<file path="src/rtl/bcd_display.sv">
// Calculator display back end: sequential double-dabble binary-to-BCD conversion
// feeding a multiplexed, common-anode, eight-digit seven-segment display.
module bcd_display #(
    parameter int unsigned SCAN_DIV = 100000
) (
    input  logic        clk,
    input  logic        rstn,
    input  logic [26:0] in_data,
    input  logic        OutOfRange,
    output logic [7:0]  seg,
    output logic [7:0]  an,
    output logic        busy
);

    localparam int unsigned ScanW = (SCAN_DIV > 1) ? $clog2(SCAN_DIV) : 1;
    localparam logic [ScanW-1:0] ScanLast = ScanW'(SCAN_DIV - 1);
    localparam logic [26:0] MaxValue = 27'd99_999_999;
    localparam logic [4:0] LastIter = 5'd26;

    typedef enum logic [1:0] {
        StIdle,
        StConv,
        StDone
    } state_e;

    state_e           state_q, state_d;
    logic [26:0]      last_q, last_d;
    logic [26:0]      sh_q, sh_d;
    logic [31:0]      bcd_q, bcd_d;
    logic [31:0]      bcd_adj;
    logic [4:0]       cnt_q, cnt_d;
    logic [31:0]      disp_q, disp_d;
    logic             ovf_q, ovf_d;
    logic [2:0]       idx_q, idx_d;
    logic [ScanW-1:0] scan_q, scan_d;
    logic [7:0]       seg_q, seg_d;
    logic [7:0]       an_q, an_d;

    logic [7:0]       blank;
    logic             any_nz;
    logic [3:0]       digit;

    function automatic logic [7:0] glyph(input logic [3:0] d);
        logic [7:0] g;
        unique case (d)
            4'd0:    g = 8'hC0;
            4'd1:    g = 8'hF9;
            4'd2:    g = 8'hA4;
            4'd3:    g = 8'hB0;
            4'd4:    g = 8'h99;
            4'd5:    g = 8'h92;
            4'd6:    g = 8'h82;
            4'd7:    g = 8'hF8;
            4'd8:    g = 8'h80;
            4'd9:    g = 8'h90;
            default: g = 8'hFF;
        endcase
        return g;
    endfunction

    always_ff @(posedge clk) begin
        if (!rstn) begin
            state_q <= StIdle;
            last_q  <= '0;
            sh_q    <= '0;
            bcd_q   <= '0;
            cnt_q   <= '0;
            disp_q  <= '0;
            ovf_q   <= 1'b0;
            idx_q   <= '0;
            scan_q  <= '0;
            seg_q   <= 8'hFF;
            an_q    <= 8'hFF;
        end else begin
            state_q <= state_d;
            last_q  <= last_d;
            sh_q    <= sh_d;
            bcd_q   <= bcd_d;
            cnt_q   <= cnt_d;
            disp_q  <= disp_d;
            ovf_q   <= ovf_d;
            idx_q   <= idx_d;
            scan_q  <= scan_d;
            seg_q   <= seg_d;
            an_q    <= an_d;
        end
    end

    // Add-3 correction on every BCD nibble before each shift.
    always_comb begin
        bcd_adj = bcd_q;
        for (int i = 0; i < 8; i++) begin
            if (bcd_q[4*i +: 4] >= 4'd5) begin
                bcd_adj[4*i +: 4] = bcd_q[4*i +: 4] + 4'd3;
            end
        end
    end

    always_comb begin
        state_d = state_q;
        last_d  = last_q;
        sh_d    = sh_q;
        bcd_d   = bcd_q;
        cnt_d   = cnt_q;
        disp_d  = disp_q;
        ovf_d   = ovf_q;
        unique case (state_q)
            StIdle: begin
                if (in_data != last_q) begin
                    last_d  = in_data;
                    sh_d    = in_data;
                    bcd_d   = '0;
                    cnt_d   = '0;
                    state_d = StConv;
                end
            end
            StConv: begin
                bcd_d = {bcd_adj[30:0], sh_q[26]};
                sh_d  = {sh_q[25:0], 1'b0};
                cnt_d = cnt_q + 5'd1;
                if (cnt_q == LastIter) begin
                    state_d = StDone;
                end
            end
            StDone: begin
                disp_d  = bcd_q;
                ovf_d   = (last_q > MaxValue);
                state_d = StIdle;
            end
            default: state_d = StIdle;
        endcase
    end

    always_comb begin
        scan_d = scan_q + ScanW'(1);
        idx_d  = idx_q;
        if (scan_q == ScanLast) begin
            scan_d = '0;
            idx_d  = idx_q + 3'd1;
        end
    end

    // blank[i] is set when nibble i and every nibble above it are zero.
    always_comb begin
        any_nz = 1'b0;
        blank  = '0;
        for (int i = 7; i >= 0; i--) begin
            any_nz   = any_nz | (disp_q[4*i +: 4] != 4'd0);
            blank[i] = ~any_nz;
        end
    end

    always_comb begin
        digit = disp_q[{idx_q, 2'b00} +: 4];
        an_d  = ~(8'd1 << idx_q);
        if (ovf_q) begin
            seg_d = 8'hBF;
        end else if (blank[idx_q] && (idx_q != 3'd0)) begin
            seg_d = 8'hFF;
        end else begin
            seg_d = glyph(digit);
        end
        // Live error flag lights the leftmost decimal point over whatever is shown.
        if ((idx_q == 3'd7) && OutOfRange) begin
            seg_d[7] = 1'b0;
        end
    end

    assign seg  = seg_q;
    assign an   = an_q;
    assign busy = (state_q != StIdle);

endmodule

</file>
<file path="config.mk">
export PLATFORM = sky130hd
export DESIGN_NAME = bcd_display
export DESIGN_NICKNAME = d
export VERILOG_FILES = /design/src/rtl/bcd_display.sv
export SDC_FILE = /design/constraint.sdc
export NUM_CORES = 1
export LEC_CHECK = 0
export ABC_AREA = 1
export CAP_MARGIN = 0
export CORE_AREA = 2 2 124 126
export DETAILED_ROUTE_END_ITERATION = 8
export DIE_AREA = 0 0 126 128
export GPL_TIMING_DRIVEN = 1
export HOLD_SLACK_MARGIN = 0.03
export PLACE_DENSITY = 0.74
export SETUP_SLACK_MARGIN = 0.4
export SLEW_MARGIN = 10
export SYNTH_ARGS = -nofsm -noshare
export SYNTH_HDL_FRONTEND = slang
export SYNTH_SLANG_ARGS = --single-unit
</file>
<file path="constraint.sdc">
create_clock -name clk -period 2.35 [get_ports clk]
set_input_delay 0.47 -clock clk [delete_from_list [all_inputs] [get_ports clk]]
set_output_delay 0.47 -clock clk [all_outputs]
set_load 0.02 [all_outputs]
</file>
Word level (Yosys, flattened, before mapping):

Memories as Yosys holds them, arrays and structs flattened.
Index checks and enable logic that the tools add are counted.

* output and inout bits: 17
* memory bits (read-only): 112
* input port bits: 30
* memories kept: 1
* word-level logic and storage cells: 102
* flip-flop bits (word level): 162

* shift-type cells: 2
* add/sub/neg operators: 11
* equal/unequal tests: 8
* reduce and logical (&&, ||, !) cells: 19
* mux-type cells: 22
* $lt $le $gt $ge: 10
* bitwise gates (word level): 17

Memories
* (name not given): words 16, width 7, rd ports 1, clocked after Yosys merged registers in 0, write ports 0, line 45 `unique case (d)`

Operators with widths (count)
* $pmux 32 s2: 1
* $pmux 27 s2: 1
* $ge 4x3->1 const B: 8
* $mux 32: 1
* $reduce_bool 4->1: 8
* $shiftx 32x6->4: 1
* $add 4x2->4 const B: 7
* $mux 4: 7
* $gt 27x27->1 const B: 1
* $mux 27: 1
* $ne 27x27->1: 1
* $add 17x1->17 const B: 1
* $eq 17x17->1 const B: 1
* $mux 8: 2
* $pmux 5 s2: 1
* $not 1->1: 9
* $not 8->8: 1
* $shl 1x3->8 const A: 1
* $or 1x1->1: 7
* $reduce_and 2->1: 3
* $add 5x1->5 const B: 1
* $eq 5x5->1 const B: 1
* $mux 5: 1
* $lt 3x4->1 const B: 1
* 17 further kinds: 22

Longest topological paths before layout:

Gate-level depths: netlist of the first run.

* depth after elaboration: 15
* depth in mapped cells: 14

Worst setup path before layout of the first run:

No wires, ideal clock.

* kind: register to register
* from: register idx_q[0]
* to: register seg_q[4] (netlist: seg[4])
* library setup time: 0.061 ns
* path buffers: 1
* data arrival time: 1.935 ns
* stages on the path, launching flop included: 12
* path slack: 0.354 ns
* path through: dfxtp_1 > clkbuf_1 > o21ai_0 > nand2_1 > inv_1 > o21ai_0 > inv_1 > ha_1 > or2_2 > nand3_1 > o21ai_0 > nand2_1

* word-level cells in the longest chain between the ends: 4

Ends and longest elaborated chain
* start: declaration: line 34 `logic [2:0] idx_q, idx_d;`
* start signal: assignment: line 82 `idx_q <= idx_d;`
* branches (longest 4 deep; another with $mem_v2 16x7)
* end signal: assignment: line 84 `seg_q <= seg_d;`
* end: declaration: line 36 `logic [7:0] seg_q, seg_d;`

Parallel ways; which one is timed is not known. The select of a mux whose other input is x is not followed.
A chain may end at the register's enable or synchronous reset.

Worst setup path after layout of the first run:

Same ends and word-level chain as after synthesis.

==> results_tabular.tex, run 1 <==
\begin{tabular}{lr}
\hline
Metric & Value \\
\hline
\multicolumn{2}{l}{\textbf{Timing}} \\
Min Tclk post-route & 1.85 ns \\
Actual slew at the worst max-slew pin & 0.609 ns \\
Period utilization & 0.789 \\
Hold slack final & 0.385 ns \\
Fmax & 0.539 GHz \\
Final worst clock skew & 0.0120 ns \\
Number of hold violations in the final report & 0 \\
Max-slew headroom at the worst pin & 0.593 \\
Sum Neg Setup Slack & 0 ns \\
Number of pins with negative max-slew slack in the final report & 0 \\
RSZ-0062 raised after global routing & false \\
Number of setup violations in the final report & 0 \\
\multicolumn{2}{l}{\textbf{Worst hold path}} \\
Launch instance of the worst min-delay path & in\_data[1] \\
Sink of the worst hold path & last\_q[1] \\
Hold Path Class & in -> reg \\
Cell depth of the worst min-delay path & 3 \\
\multicolumn{2}{l}{\textbf{Die}} \\
I/O pin count & 47 \\
Floorplan die width & 126 um \\
Die Span Y & 128 um \\
FP Rows & 45 \\
Die outline area & 16100 um2 \\
Starting utilization of the core area & 0.540 \\
Core box area & 14900 um2 \\
\multicolumn{2}{l}{\textbf{Setup path}} \\
CP bufs+invs & 3 \\
Maximum single-stage delay on the critical path & 0.36 ns \\
WP depth & 12 \\
Gate family responsible for the most delay along the worst path & simple AND/OR/NAND/NOR gates \\
Crit-path slowest cell & dfxtp\_4 \\
Reg2reg setup slack & 0.50 ns \\
CP Launch Point & idx\_q[0] \\
Startpoint of the most critical register-to-register path & idx\_q[0] \\
Kind of start point of the critical path & flop \\
Worst path required time & 2.73 ns \\
Critical path arrival & 2.23 ns \\
Cell depth of the worst flop-to-flop path & 12 \\
Cell chain of the critical path & buf\_6 -> a21oi\_2 -> o21ai\_0 -> nand2\_1 -> inv\_1 -> o21ai\_2 -> inv\_2 -> ha\_1 -> or2\_2 -> nand3\_1 -> o21ai\_0 -> nand2\_1 \\
Crit-path max FO & 12 \\
Category of the worst setup path capture point & flop \\
Worst Setup Path Type & reg -> reg \\
Endpoint of the lowest-slack register-to-register path & seg[4] \\
\multicolumn{2}{l}{\textbf{Global routing}} \\
Global-route usage over all layers & 0.224 \\
First-pass GRT wire length & 30300 um \\
Total congestion overflow & 0 \\
Pin count of the biggest net entering global routing & 50 \\
Via count of the first global-routing pass & 6684 \\
Antenna violations before repair & 0 \\
\multicolumn{2}{l}{\textbf{Detailed routing}} \\
Drc violations & 0 \\
Number of DRC markers after the initial detailed-route iteration & 472 \\
Via Count & 7350 \\
DRT Wirelength & 17900 um \\
Antenna Violating Nets Remaining & 0 \\
Average wire per standard cell & 13.1 um \\
Vias per cell & 5.37 \\
Number of iterations in the first detailed-routing pass & 5 \\
\multicolumn{2}{l}{\textbf{Layout}} \\
Filler-free cell count of the finished design & 1368 \\
Area overhead of the layout relative to synthesis & 18.5\% \\
Antenna Diode Count & 0 \\
Finished Core Util & 0.640 \\
Layout fillers & 1367 \\
Share of layout cells above drive strength 1 & 0.0898 \\
Layout net count & 1227 \\
\multicolumn{2}{l}{\textbf{Clock network}} \\
Number of buffers on the longest clock path & 2 \\
Number of clock sinks seen by CTS & 162 \\
Insertion delay of the later-clocked pin in the worst-skew pair & 0.43 ns \\
Number of buffers created by CTS & 17 \\
Number of H-tree branching levels & 4 \\
Clock slew at reported path FFs & 0.06 ns \\
Clk root buf & clkbuf\_16 \\
TritonCTS clock tree & done \\
\multicolumn{2}{l}{\textbf{Synthesis}} \\
Commonest register cell after synthesis & dfxtp\_1 \\
Number of unique standard cell types used by synthesis & 32 \\
Post-Synthesis Cells & 1130 \\
Synth warn & 0 \\
Flip-flop and latch count after synthesis & 162 \\
Fraction of the yosys area taken by sequential cells & 0.404 \\
Post-synthesis area per instance & 7.11 um2 \\
Number of synthesized flops with an enable pin & 0 \\
Net count after synthesis & 1190 \\
Proportion of synthesized flip-flops having asynchronous set or reset & 0 \\
Synthesized area & 8030 um2 \\
\multicolumn{2}{l}{\textbf{Placement}} \\
Global placer's final weighted congestion & 0.839 \\
Count of input and output buffers & 46 \\
Instance count after placement with tap cells included & 1329 \\
Dpl hpwl & 11800 um \\
\multicolumn{2}{l}{\textbf{Pwr}} \\
Leak pwr & 3.79 nW \\
Worst IR drop on VDD & 0.000512 V \\
Total power density per cell area & 646 nW/um2 \\
\multicolumn{2}{l}{\textbf{Flow run}} \\
Max Cap Violations & 0 \\
\multicolumn{2}{l}{\textbf{Outcome}} \\
Outcome & finished clean \\
\hline
\end{tabular}
## report_power, final
group / total, mW / internal [mW] / switching [mW] / leakage (nW)
clock network: 2.69 / 1.59 / 1.10 / 0.285
registers: 2.88 / 2.83 / 0.0539 / 1.32
logic: 0.580 / 0.240 / 0.340 / 2.18
total: 6.15 / 4.66 / 1.49 / 3.79
## how the worst max path moves through the flow
| stage | endpoint | slack [ns] |
|---|---|---|
| after floorplan | seg[4] | 0.46 |
| after global placement | sh_q[20] | -0.01 |
| after detailed placement | sh_q[25] | -0.06 |
| after CTS | seg[3] | 0.40 |
| after global routing | seg[4] | 0.40 |
| final | seg[4] | 0.50 |
## per-stage QoR
stage                     instance area [um2]  worst slack [ns]  total power [mW]
after detailed placement                 8720           -0.0622              3.49
after global placement                   8720           -0.0123              3.48
after CTS                                9310             0.404              6.17
after floorplan                          8030             0.463              3.30
after global routing                     9520             0.400              6.39
final                                    9520             0.496              6.15
## layout make-up
cell class	instances	area [um2]	share of cell area
clock buffers	23	498	0.0523
clock inverters	9	78.8	0.00828
multi-input cells	789	4140	0.435
repair buffers	78	857	0.0901
inverters	119	455	0.0479
well taps	188	235	0.0247
flip-flops and latches	162	3250	0.341
## metal layers
metal / wire, um / vias to the layer above / track usage
met1: 8700 / 3376 / 0.301
met2: 8240 / 152 / 0.369
met5: 0 / - / 0
met4: 193 / 0 / 0.0601
met3: 765 / 15 / 0.0484
li1: - / 3807 / -
## registers in the layout, indices dropped and copies added (netlist names), 2 cells and up
signal	count
an	8
bcd_q	32
cnt_q	5
disp_q	32
idx_q	3
last_q	27
scan_q	17
seg	8
sh_q	27
state_q	2
## layout by cell type, fill, tap and decap left out, types with 3 or more instances in the layout
master,n
nand2_1,234
clkinv_2,5
xor2_1,13
inv_2,5
nand3_2,10
clkbuf_8,5
dlymetal6s2s_1,9
or2_2,4
inv_1,111
buf_12,6
nor3_1,8
buf_4,21
nor2_4,3
a21oi_2,4
clkdlybuf4s50_1,36
clkbuf_16,20
o21ai_1,3
clkinvlp_4,3
xnor2_1,19
dfxtp_1,159
a21oi_1,157
nand4_1,21
nand2_2,3
o21ai_0,88
nor3b_1,3
ha_1,30
nor2_1,45
nand3_1,127
## logic make-up (layout without fill, tap and decap cells)
family                     after synthesis  after routing  synth area share
AOI/OAI and AO/OA                      261            261             0.165
xor gates and xnor gates                32             32            0.0349
adders and majority gates               30             30            0.0468
buffers and inverters                  179            229            0.0902
DFF                                    162            162             0.404
and+or+nand+nor                        466            466             0.259
## worst register-to-register path, delay by kind of cell, from the launching register on
| kind | cells | cell delay (ns) |
|---|---|---|
| adders and majority gates | 1 | 0.20 |
| DFF | 1 | 0.36 |
| buffers and inverters | 3 | 0.25 |
| and+or+nand+nor | 4 | 0.52 |
| AOI/OAI and AO/OA | 4 | 0.47 |
## synth_stat cells (4+ instances only)
master | n | area [um2]
nand3_2 | 10 | 100
o21ai_0 | 90 | 450
dfxtp_1 | 162 | 3240
inv_1 | 116 | 435
xor2_1 | 13 | 114
nor2_1 | 48 | 180
xnor2_1 | 19 | 166
or2_2 | 4 | 25.0
buf_1 | 4 | 15.0
nand2_1 | 237 | 890
nand3_1 | 127 | 636
nand4_1 | 21 | 131
clkbuf_1 | 37 | 139
nor3_1 | 9 | 45.0
buf_2 | 15 | 75.1
ha_1 | 30 | 375
a21oi_1 | 161 | 806
## what timing repair did
item,CTS,global route
resized for setup,5,34
setup buffers,0,4
pin swaps,0,6
setup endpoints to repair,19,116
cloned,0,3
hold buffers,0,0
(Power assumes the default switching activity.)
==> run 2, diff against run 1 <==
==> constraint.sdc (replaced) <==
create_clock -name clk -period 1.8 [get_ports clk]
set_input_delay 0.36 -clock clk [delete_from_list [all_inputs] [get_ports clk]]
set_output_delay 0.36 -clock clk [all_outputs]
set_load 0.02 [all_outputs]
==> run 2 against run 1 <==
  * First-iteration DRC count rose by 24%
  * Count of clock-buffer cells in the layout fell by 2
  * Fmax rose by 3.2%
  * Utilization rose by 9.6 points
  * Register-to-register slack got worse by 0.49 ns
  * Largest cell class unchanged
  * Highest routed layer unchanged
==> results_tabular.tex, run 2 (same netlist as run 1, synthesis figures left out) <==
\begin{tabular}{lr}
\hline
Metric & Value \\
\hline
\multicolumn{2}{l}{\textbf{Outcome}} \\
Outcome & finished clean \\
\multicolumn{2}{l}{\textbf{Detailed routing}} \\
Drc violations & 0 \\
Antenna Violating Nets Remaining & 0 \\
Number of DRC markers after the initial detailed-route iteration & 587 \\
Via Count & 8082 \\
DRT Wirelength & 22200 um \\
Number of iterations in the first detailed-routing pass & 5 \\
Vias per cell & 5.57 \\
Average wire per standard cell & 15.3 um \\
\multicolumn{2}{l}{\textbf{Die}} \\
Die Span Y & 128 um \\
Floorplan die width & 126 um \\
Die outline area & 16100 um2 \\
Core box area & 14900 um2 \\
Starting utilization of the core area & 0.540 \\
FP Rows & 45 \\
I/O pin count & 47 \\
\multicolumn{2}{l}{\textbf{Setup path}} \\
Critical path's most frequent cell & nand2\_1 \\
Category of the worst setup path capture point & flop \\
Cell depth of the worst flop-to-flop path & 11 \\
Maximum single-stage delay on the critical path & 0.32 ns \\
Kind of start point of the critical path & flop \\
Crit-path max FO & 6 \\
Worst Setup Path Type & reg -> reg \\
Cell chain of the critical path & xnor2\_1 -> nand2\_1 -> nor2\_1 -> nand2\_1 -> nor2\_2 -> nand2\_4 -> nand2\_8 -> buf\_12 -> buf\_8 -> nand3\_1 -> a21oi\_1 \\
Worst path required time & 2.15 ns \\
Critical path arrival & 2.15 ns \\
Crit-path slowest cell & dfxtp\_1 \\
\multicolumn{2}{l}{\textbf{Layout}} \\
Layout net count & 1311 \\
Commonest non-fill, non-tap cells in the layout & 220 x nand2\_1, 146 x a21oi\_1, 140 x dfxtp\_1 \\
Filler-free cell count of the finished design & 1451 \\
Share of layout cells above drive strength 1 & 0.246 \\
Area overhead of the layout relative to synthesis & 36.3\% \\
Largest registers ranked by flip-flop count & bcd\_q: 32 flops, disp\_q: 32 flops \\
Antenna Diode Count & 0 \\
Most common cell after layout, fill and taps aside & nand2\_1 \\
\multicolumn{2}{l}{\textbf{Clock network}} \\
Number of clock sinks seen by CTS & 162 \\
TritonCTS clock tree & done \\
Clock slew at reported path FFs & 0.06 ns \\
Number of buffers on the longest clock path & 2 \\
Number of buffers created by CTS & 17 \\
Clk root buf & clkbuf\_16 \\
Insertion delay of the later-clocked pin in the worst-skew pair & 0.43 ns \\
Number of H-tree branching levels & 4 \\
Hold Buf Count CTS & 0 \\
\multicolumn{2}{l}{\textbf{Global routing}} \\
Pin count of the biggest net entering global routing & 87 \\
Global-route usage over all layers & 0.248 \\
Met2 usage in global routing & 0.413 \\
Total congestion overflow & 0 \\
Met3 layer usage reported by global route & 0.0505 \\
Antenna violations before repair & 0 \\
First-pass GRT wire length & 33100 um \\
Via count of the first global-routing pass & 7077 \\
Global Route met1 Usage & 0.322 \\
Layer with the highest usage & met2 \\
\multicolumn{2}{l}{\textbf{Timing}} \\
Number of pins with negative max-slew slack in the final report & 0 \\
Max-slew headroom at the worst pin & 0.612 \\
Number of setup violations in the final report & 0 \\
Setup slack after layout & 0.00335 ns \\
Min Tclk post-route & 1.80 ns \\
Number of hold violations in the final report & 0 \\
Fmax & 0.557 GHz \\
Final worst clock skew & 0.0100 ns \\
Actual slew at the worst max-slew pin & 0.581 ns \\
Period utilization & 0.998 \\
Hold slack final & 0.267 ns \\
RSZ-0062 raised after global routing & true \\
Sum Neg Setup Slack & 0 ns \\
\multicolumn{2}{l}{\textbf{Pwr}} \\
Switch Pwr & 2.13 mW \\
Combinational power share & 0.124 \\
Worst IR drop on VDD & 0.000730 V \\
Sequential Power Share & 0.453 \\
Switching Fraction & 0.255 \\
Leak pwr & 4.46 nW \\
Power Total & 8.35 mW \\
Total power density per cell area & 763 nW/um2 \\
Internal power component & 6.22 mW \\
Clock share of power & 0.423 \\
\multicolumn{2}{l}{\textbf{Placement}} \\
Dpl hpwl & 12000 um \\
Global placer's final weighted congestion & 0.829 \\
Worst slack at placement & -0.545 ns \\
Instance count after placement with tap cells included & 1359 \\
Count of input and output buffers & 46 \\
\multicolumn{2}{l}{\textbf{Flow run}} \\
Max Cap Violations & 0 \\
\multicolumn{2}{l}{\textbf{Worst hold path}} \\
Cell depth of the worst min-delay path & 3 \\
Hold Path Class & in -> reg \\
\hline
\end{tabular}
-- run 2: cell count changes in the layout (fill, tap and decap cells not counted), sizes merged, moves of 2 or more --
cell / previous run / this run
buf: 29 / 107
clkdlybuf4s50: 36 / 4
dlygate4sd2: 1 / 19
clkbuf: 26 / 36
clkdlybuf4s15: 0 / 7
nand2: 239 / 244
dlymetal6s2s: 9 / 5
clkinv: 6 / 8
-- run 2: worst paths after layout --
check,from,endpoint,slack (ns)
max,last_q[7],sh_q[16],0.003
min,in_data[9],last_q[9],0.27
max reg2reg,last_q[7],sh_q[16],0.003
min reg2reg,disp_q[30],disp_q[30],0.47
-- run 2: power groups by stage --
| stage | clock network [mW] | registers [mW] | logic [mW] |
|---|---|---|---|
| floorplan | 0 | 3.84 | 0.511 |
| global placement | 0 | 3.85 | 0.784 |
| detailed placement | 0 | 3.85 | 0.794 |
| CTS | 3.57 | 3.77 | 0.895 |
| global route | 3.73 | 3.79 | 1.11 |
| finish | 3.54 | 3.78 | 1.03 |
-- run 2: area by class of cell --
type,count,area [um2]
fill,1088,3920
clock buffer,21,450
sequential,162,3290
tap,188,235
clock inverter,10,111
timing repair buffer,157,1680
inverter,119,494
multi-input combinational,794,4680
-- run 2: per-layer routing --
metal	vias to the layer above	share of wire
li1	3986	-
met1	3795	0.43
met2	260	0.49
met3	41	0.055
met4	0	0.022
met5	-	0
-- run 2: critical path, delay by kind of cell (launching register included) --
kind / cells / cell delay (ns)
simple gates: 7 / 0.77
flops: 1 / 0.32
buf+inv: 2 / 0.27
compound gates: 1 / 0.19
xor+xnor: 1 / 0.18
-- run 2: stage by stage --
stage | cell area, um2 | utilization
after global placement | 9150 | 0.616
after floorplan | 8300 | -
final | 10900 | 0.736
after CTS | 10200 | 0.689
after detailed placement | 9150 | 0.616
after global routing | 10900 | 0.736
-- run 2: repair_timing --
item                       in CTS  in global routing
hold endpoints to repair        0                  0
buffers inserted               22                 22
resized for setup             120                127
pin swaps                      29                 55
cloned                          8                  9
setup endpoints to repair     136                136
